`config.mk`:
```
export PLATFORM = sky130hd
export DESIGN_NAME = conv2d_3x3_engine
export DESIGN_NICKNAME = d
export VERILOG_FILES = /design/src/rtl/conv2d_3x3_engine.sv
export SDC_FILE = /design/constraint.sdc
export NUM_CORES = 1
export LEC_CHECK = 0
export CAP_MARGIN = 20
export CELL_PAD_IN_SITES_DETAIL_PLACEMENT = 0
export CELL_PAD_IN_SITES_GLOBAL_PLACEMENT = 1
export CORE_MARGIN = 8
export CORE_UTILIZATION = 50
export CTS_CLUSTER_DIAMETER = 200
export CTS_CLUSTER_SIZE = 14
export DETAILED_ROUTE_END_ITERATION = 10
export PLACE_DENSITY_LB_ADDON = 0.1
export SYNTH_ARGS = -nofsm -noshare
export SYNTH_HDL_FRONTEND = slang
export SYNTH_SLANG_ARGS = --single-unit
```
`constraint.sdc`:
```
create_clock -name clk -period 7.2 [get_ports clk]
set_input_delay 1.08 -clock clk [delete_from_list [all_inputs] [get_ports clk]]
set_output_delay 1.08 -clock clk [all_outputs]
set_load 0.02 [all_outputs]
```
`src/rtl/conv2d_3x3_engine.sv`:
```
// 3x3 valid-mode convolution over a fixed 8x8 signed image held in on-chip memory.
// One tap per cycle feeds a single MAC; the 36 results are buffered, then burst out.
module conv2d_3x3_engine #(
  parameter logic [71:0] KERNEL = 72'h01_01_01_01_01_01_01_01_01,
  parameter int          ACC_W  = 20
) (
  input  logic        clk,
  input  logic        rst_n,
  input  logic        in_st,
  input  logic        wr,
  input  logic [5:0]  address,
  input  logic [7:0]  din,
  output logic [15:0] dout,
  output logic        out_st,
  output logic        busy
);

  typedef enum logic [1:0] {S_IDLE, S_LOAD, S_CALC, S_OUT} state_t;

  localparam logic signed [ACC_W-1:0] SAT_MAX = ACC_W'(32767);
  localparam logic signed [ACC_W-1:0] SAT_MIN = ACC_W'(-32768);

  state_t                  state_q, state_d;
  logic [3:0]              tap_q, tap_d;
  logic [2:0]              row_q, row_d;
  logic [2:0]              col_q, col_d;
  logic [5:0]              res_q, res_d;
  logic [5:0]              out_cnt_q, out_cnt_d;
  logic signed [ACC_W-1:0] acc_q, acc_d;
  logic [7:0]              pix_q;
  logic [15:0]             dout_q;

  logic [7:0]              img_mem [64];
  logic [15:0]             res_buf [36];
  logic signed [7:0]       kern [9];

  genvar gi;
  generate
    for (gi = 0; gi < 9; gi++) begin : g_kern
      assign kern[gi] = KERNEL[gi*8 +: 8];
    end
  endgenerate

  logic [4:0]              tap_off;
  logic [5:0]              rd_addr;
  logic [5:0]              mem_addr;
  logic [3:0]              coef_idx;
  logic signed [15:0]      prod;
  logic signed [ACC_W-1:0] prod_ext;
  logic signed [ACC_W-1:0] acc_sum;
  logic [15:0]             sat_val;
  logic                    mem_we;
  logic                    buf_we;

  // Window offset of each tap relative to the top-left pixel of the window.
  always_comb begin
    tap_off = 5'd0;
    case (tap_q)
      4'd1:    tap_off = 5'd1;
      4'd2:    tap_off = 5'd2;
      4'd3:    tap_off = 5'd8;
      4'd4:    tap_off = 5'd9;
      4'd5:    tap_off = 5'd10;
      4'd6:    tap_off = 5'd16;
      4'd7:    tap_off = 5'd17;
      4'd8:    tap_off = 5'd18;
      default: tap_off = 5'd0;
    endcase
  end

  // The pixel arriving this cycle was addressed by the previous tap.
  always_comb begin
    rd_addr  = {row_q, 3'b000} + {3'b000, col_q} + {1'b0, tap_off};
    mem_addr = (state_q == S_CALC) ? rd_addr : address;
    coef_idx = (tap_q == 4'd0) ? 4'd0 : tap_q - 4'd1;
    prod     = $signed(pix_q) * kern[coef_idx];
    prod_ext = {{(ACC_W-16){prod[15]}}, prod};
    acc_sum  = (tap_q == 4'd1) ? prod_ext : acc_q + prod_ext;
    if (acc_sum > SAT_MAX) begin
      sat_val = 16'h7FFF;
    end else if (acc_sum < SAT_MIN) begin
      sat_val = 16'h8000;
    end else begin
      sat_val = acc_sum[15:0];
    end
    mem_we = wr && in_st && ((state_q == S_IDLE) || (state_q == S_LOAD));
    buf_we = (state_q == S_CALC) && (tap_q == 4'd9);
  end

  always_comb begin
    state_d   = state_q;
    tap_d     = tap_q;
    row_d     = row_q;
    col_d     = col_q;
    res_d     = res_q;
    out_cnt_d = out_cnt_q;
    acc_d     = acc_q;
    case (state_q)
      S_IDLE: begin
        if (in_st) state_d = S_LOAD;
      end
      S_LOAD: begin
        if (!in_st) begin
          state_d = S_CALC;
          tap_d   = 4'd0;
          row_d   = 3'd0;
          col_d   = 3'd0;
          res_d   = 6'd0;
        end
      end
      S_CALC: begin
        if (tap_q != 4'd0) acc_d = acc_sum;
        if (tap_q == 4'd9) begin
          tap_d = 4'd0;
          res_d = res_q + 6'd1;
          if (col_q == 3'd5) begin
            col_d = 3'd0;
            row_d = row_q + 3'd1;
          end else begin
            col_d = col_q + 3'd1;
          end
          if (res_q == 6'd35) begin
            state_d   = S_OUT;
            out_cnt_d = 6'd0;
          end
        end else begin
          tap_d = tap_q + 4'd1;
        end
      end
      S_OUT: begin
        if (out_cnt_q == 6'd35) state_d = S_IDLE;
        else                    out_cnt_d = out_cnt_q + 6'd1;
      end
      default: state_d = S_IDLE;
    endcase
  end

  always_ff @(posedge clk) begin
    if (!rst_n) begin
      state_q   <= S_IDLE;
      tap_q     <= 4'd0;
      row_q     <= 3'd0;
      col_q     <= 3'd0;
      res_q     <= 6'd0;
      out_cnt_q <= 6'd0;
      acc_q     <= '0;
    end else begin
      state_q   <= state_d;
      tap_q     <= tap_d;
      row_q     <= row_d;
      col_q     <= col_d;
      res_q     <= res_d;
      out_cnt_q <= out_cnt_d;
      acc_q     <= acc_d;
    end
  end

  // Single-port image memory: written while loading, read by the MAC during compute.
  always_ff @(posedge clk) begin
    if (mem_we) img_mem[mem_addr] <= din;
    pix_q <= img_mem[mem_addr];
  end

  always_ff @(posedge clk) begin
    if (buf_we) res_buf[res_q] <= sat_val;
  end

  // Result 0 is fetched on the edge that enters the burst, so dout is valid with out_st.
  always_ff @(posedge clk) begin
    if (!rst_n) begin
      dout_q <= 16'd0;
    end else if (state_d == S_OUT) begin
      dout_q <= res_buf[out_cnt_d];
    end
  end

  assign dout   = dout_q;
  assign out_st = (state_q == S_OUT);
  assign busy   = (state_q == S_CALC) || (state_q == S_OUT);

endmodule

```
* After elaboration in Yosys (flattened, before gate mapping)
Memories as Yosys holds them, arrays and structs flattened. A register that Yosys moved wholly into a read port is not among the register bits.
Index checks and enable logic that the tools add are counted.
** Operators by class
- Add/subtract/negate cells :: 9
- Multiply operators :: 1
- Order comparisons :: 3
- Eq/ne operators :: 12
- Mux-type cells :: 36
- Bitwise operators :: 1
- Reductions and logical operators :: 14
** Operator list (count)
- $mux W6 :: 6
- $mux W16 :: 2
- $pmux W6 S2 :: 2
- $add A20 B16 Y20 :: 1
- $gt A20 B16 Y1 const B :: 1
- $lt A20 B16 Y1 const B :: 1
- $mux W20 :: 1
- $mux W4 :: 5
- $mul A8 B8 Y16 :: 1
- $mux W8 :: 2
- $mux W3 :: 5
- $add A6 B1 Y6 const B :: 2
- $eq A6 B6 Y1 const B :: 2
- $pmux W3 S2 :: 2
- $mux W2 :: 5
- $pmux W2 S4 :: 1
- $pmux W4 S2 :: 1
- $add A3 B1 Y3 const B :: 2
- $add A6 B3 Y6 :: 1
- $add A6 B5 Y6 :: 1
- $eq A2 B2 Y1 const B :: 3
- $ge A5 B5 Y1 const B :: 1
- $not A4 Y5 :: 1
- $add A4 B1 Y4 const B :: 1
- other kinds (18) :: 26
** Storage, ports and cells
- Register bits after elaboration :: 44
- Memory bits (writable) :: 1088
- ROM bits :: 192
- Output and inout bits :: 18
- Logic and storage cells :: 87
- Memories :: 4
** Memory list
- res_buf :: words 36, bits a word 16, rd ports 1, clocked after Yosys merged registers in 1, write ports 1, RTL line 34 : logic [15:0] res_buf [36];
- img_mem :: words 64, bits a word 8, rd ports 1, clocked after Yosys merged registers in 1, write ports 1, RTL line 33 : logic [7:0] img_mem [64];
- (name not given) :: words 16, bits a word 8, rd ports 1, clocked after Yosys merged registers in 0, write ports 0, RTL line 76 : prod = $signed(pix_q) * kern[coef_idx];
- (name not given) :: words 16, bits a word 4, rd ports 1, clocked after Yosys merged registers in 1, write ports 0, RTL line 58 : case (tap_q)

* Longest topological paths before layout
- Word-level depth :: 12
- Depth in mapped cells :: 14

* Least setup slack after synthesis
Ideal clock, no wire load.
- Path type :: register -> register
- Start point :: register pix_q[7] (read register of img_mem)
- End point :: memory res_buf[0][1], data pin
- Library setup time :: 665 ps
- Data arrival time :: 4728 ps
- Data required time :: 6535 ps
- Path slack :: 1807 ps
- Stages on the path, launching flop included :: 10
- Path buffers :: 0
- Period minus slack after synthesis :: 5393 ps
- Path through :: dfxtp_1 ha_1 a211oi_1 nand2b_1 o22ai_1 o221ai_1 xnor2_1 nor2_1 a41oi_2 o311ai_0
** Between the ends
- Word-level cells in the longest chain between the ends :: 6
** RTL lines
- start: declaration :: RTL line 30 : logic [7:0] pix_q;
- $mul A8 B8 Y16 * :: RTL line 76
- $add A20 B16 Y20 :: RTL line 78 : acc_sum = (tap_q == 4'd1) ? prod_ext : acc_q + prod_ext;
- $mux W20 * :: RTL line 78
- $lt A20 B16 Y1 :: RTL line 81 : end else if (acc_sum < SAT_MIN) begin
- $mux W16 :: RTL line 81
- $mux W16 * :: RTL line 79 : if (acc_sum > SAT_MAX) begin
- via sat_val[1] :: RTL line 51 : logic [15:0] sat_val;
- end: declaration :: RTL line 34
The timed path passes the listed nets; every way through them passes the cells marked *.

* Worst setup path after layout
- Start point :: register col_q[0]
- End point :: memory img_mem[48][0] (enable)
** Between the ends
- Word-level cells in the longest chain between the ends :: 3
** RTL lines
- start: declaration :: RTL line 26 : logic [2:0] col_q, col_d;
- start signal: assignment :: RTL line 151 : col_q <= col_d;
- $add A6 B3 Y6 :: RTL line 73 : rd_addr = {row_q, 3'b000} + {3'b000, col_q} + {1'b0, tap_off};
- $add A6 B5 Y6 :: RTL line 73
- $mux W6 :: RTL line 74 : mem_addr = (state_q == S_CALC) ? rd_addr : address;
- end: declaration :: RTL line 33
Every way passes these cells.

==> run summary <==
Outcome: complete, no violations
Initial DRC Count: 3558
Vias: 29180
Latest clock arrival within the worst-skew pair: 0.69 ns
Finished Core Util: 55.5%
Cell area power density: 271 nW/um2
Worst setup SP type: flop
Clock slew at reported path FFs: 0.07 ns
Slew Limit Fails: 0
Synthesized area per cell: 13.9 um2
Worst path slowest cell: nor2_2
Max incr delay on CP: 0.91 ns
DRC errors left: 0
DP Wirelength: 82800 um
CTS resizes: 0
Crit path max-delay family: simple AND/OR/NAND/NOR gates
Seq/Total Area, Yosys: 73.8%
Setup WS post-layout: 2.24 ns
Setup WS pre-CTS: 2.17 ns
Synth warn: 0
Period minus WS final: 4.96 ns
Req. time, crit path: 7.50 ns
Post-synth top area share: 70.7%
Routed wire per std cell: 29.2 um
Post-Layout Cell Count: 4619
Max Cap Viol: 0
Crit Reg-Reg Startpoint: col_q[0]$_SDFFE_PN0P_
Max Fanout on Critical Path: 17
HP Class: reg2reg
Fillers: 7452
Synth Cell Area: 46200 um2
First-pass GRT wire length: 195000 um
Pin count of the biggest net entering global routing: 106
Die X-Extent: 320 um
Slew @ Worst Pin: 1.12 ns
#FFs+latches synth: 1160
CP startpoint: col_q[0]$_SDFFE_PN0P_
Total Power: 13.8 mW
Starting Density: 50.4%
Root Driver: clkbuf_16
Final Net Count: 3430
RSZ-0062 raised after global routing: no
LEAKAGE: 16.8 nW
Die Y-Extent: 320 um
Detailed Route WL: 135000 um
Period utilization: 68.9%
CP arrival: 5.25 ns
Ratio of cells with drive above 1 in the final layout: 8.98%
Vias in the first global route: 27945
R2R setup slack: 2.24 ns
Dominant cells by area after synthesis: edfxtp_1 71%, nand2_1 5.6%, dfxtp_1 3.1%, a22oi_1 1.9%, a21oi_1 1.8%
Bufs and invs on worst path: 1
GP Congestion: 0.901
Worst slew margin: 24.5%
Worst setup path category: reg2reg
Core Rows: 111
Routed Antenna Nets: 0
Crit. End Element: flop
Final hold viol count: 0
CTS tree: built
Count of cell types in the netlist: 77
Syn Nets: 3390
Crit path cell chain: ha_1 -> fa_1 -> nor4b_2 -> a31oi_4 -> nor2_2 -> buf_4 -> nand2_1 -> nor2_1
IO buf count: 35
Clock buffer depth: 3
Synth Instances: 3337
Max VDD drop: 0.208 mV
Setup bufs post-CTS: 0
DRT Pass-1 Iters: 6
# IOs: 36
TritonCTS buffer count: 92
Via density: 6.32
Clock Skews: 0.0299 ns
Die area: 102000 um2
Fmax: 202 MHz
Clk sinks: 1160
Ys async rst share: 0%
EDFF count, synth: 1088
P&R area growth vs syn: 10.2%
H-tree depth: 3
Predominant post-synthesis flop cell: edfxtp_1
Core area: 91700 um2
Setup violators final: 0
Cell taking the most area after synthesis: edfxtp_1
Hold buffers post-CTS: 0
Initial antenna violation count: 7
GRT Total Usage: 25.7%
Remaining Overflow, GRT: 0
Worst Hold Launch: dout[0]$_SDFFE_PN0N_
Setup TNS: 0 ns
Cell count after placement: 4466
[tightest hold or removal path: stages, from the launching register on]
cell	delay, ns
dfxtp_1	0.33
a22oi_1	0.08
o31ai_1	0.06
[cells in the mapped netlist (18+ instances only)]
library cell,instances
ha_1,33
a221oi_1,41
a32oi_1,19
clkbuf_1,111
dfxtp_1,72
o31ai_1,18
a311oi_1,18
o22ai_1,22
buf_1,28
nor3_1,24
a22oi_1,119
a31oi_1,73
a31o_2,18
nand4_1,23
edfxtp_1,1088
a211oi_1,53
nor2_1,190
nor4_1,25
a21oi_1,170
o21ai_0,62
buf_2,49
inv_1,24
mux2i_1,48
and3_1,58
nand2_1,686
nand3_1,64
[per-layer routing]
layer	global-route usage, %	part of all wire [%]	routed length, um
met4	7.39	2.7	3700
met2	39.4	45	61000
met3	5.91	9.8	13300
met5	0	0.0096	13
met1	36.9	42	56700
[logic make-up (layout without fill, tap and decap cells)]
family / count (synthesis) / in the layout / share of synthesized area, %
other cells: 0 / 4 / 0
mux: 67 / 67 / 1.89
simple gates: 1133 / 1133 / 10.5
fa+ha+maj: 35 / 35 / 0.980
compound gates: 695 / 695 / 10.3
flops: 1160 / 1160 / 73.8
xor+xnor: 28 / 28 / 0.563
buf+inv: 219 / 311 / 1.98
[power by group]
group	internal [mW]	switching, mW
Combinational	0.248	1.02
Sequential	7.77	0.0351
Clock	2.41	2.28
[cell usage in the layout, fill, tap and decap left out, types with 8 or more instances in the layout]
master,n
a211oi_1,53
a21oi_1,169
a221oi_1,41
a22o_1,8
a22oi_1,119
a311oi_1,18
a31o_2,18
a31oi_1,71
a32o_1,16
a32oi_1,19
and2_1,9
and3_1,58
buf_2,8
buf_4,98
clkbuf_1,46
clkbuf_16,94
clkdlybuf4s50_1,27
dfxtp_1,72
edfxtp_1,1088
ha_1,33
inv_1,23
mux2i_1,47
mux4_2,16
nand2_1,686
nand2b_1,11
nand3_1,64
nand4_1,23
nor2_1,178
nor2_2,12
nor2b_1,8
nor3_1,23
nor4_1,24
o211ai_1,9
o21a_1,8
o21ai_0,53
o21ai_1,10
o22ai_1,22
o31ai_1,18
xnor2_1,13
xor2_1,13
[state kept, by name (all words and copies together) (netlist names), 6 cells and up]
register and flops:
res_buf 576, res_q 6, acc_q 20, dout 16, img_mem 512, out_cnt_q 6
pix_q 8
[stage by stage]
step,hold slack [ns],cell area [um2]
3_5_place_dp,0.493,48300
6_report,0.500,50900
2_1_floorplan,0.467,46200
5_1_grt,0.534,50900
4_1_cts,0.508,50900
3_3_place_gp,0.491,48300
[layout make-up]
class / count / area [um2] / area share [%]
Antenna cell: 4 / 10.0 / 0.0197
Clock buffer: 141 / 2540 / 4.99
Clock inverter: 5 / 51.3 / 0.101
Inverter: 24 / 90.1 / 0.177
Multi-Input combinational cell: 1958 / 11500 / 22.5
Sequential cell: 1160 / 34100 / 67.0
Tap cell: 1186 / 1480 / 2.91
Timing Repair Buffer: 141 / 1160 / 2.28
[final timing paths]
check / depth (start not counted) / to
max: 8 / img_mem[48][0]$_DFFE_PP_
min: 2 / dout[0]$_SDFFE_PN0N_
max reg2reg: 8 / img_mem[48][0]$_DFFE_PP_
min reg2reg: 2 / dout[0]$_SDFFE_PN0N_
Note: power is estimated with default switching activity, not from simulation.
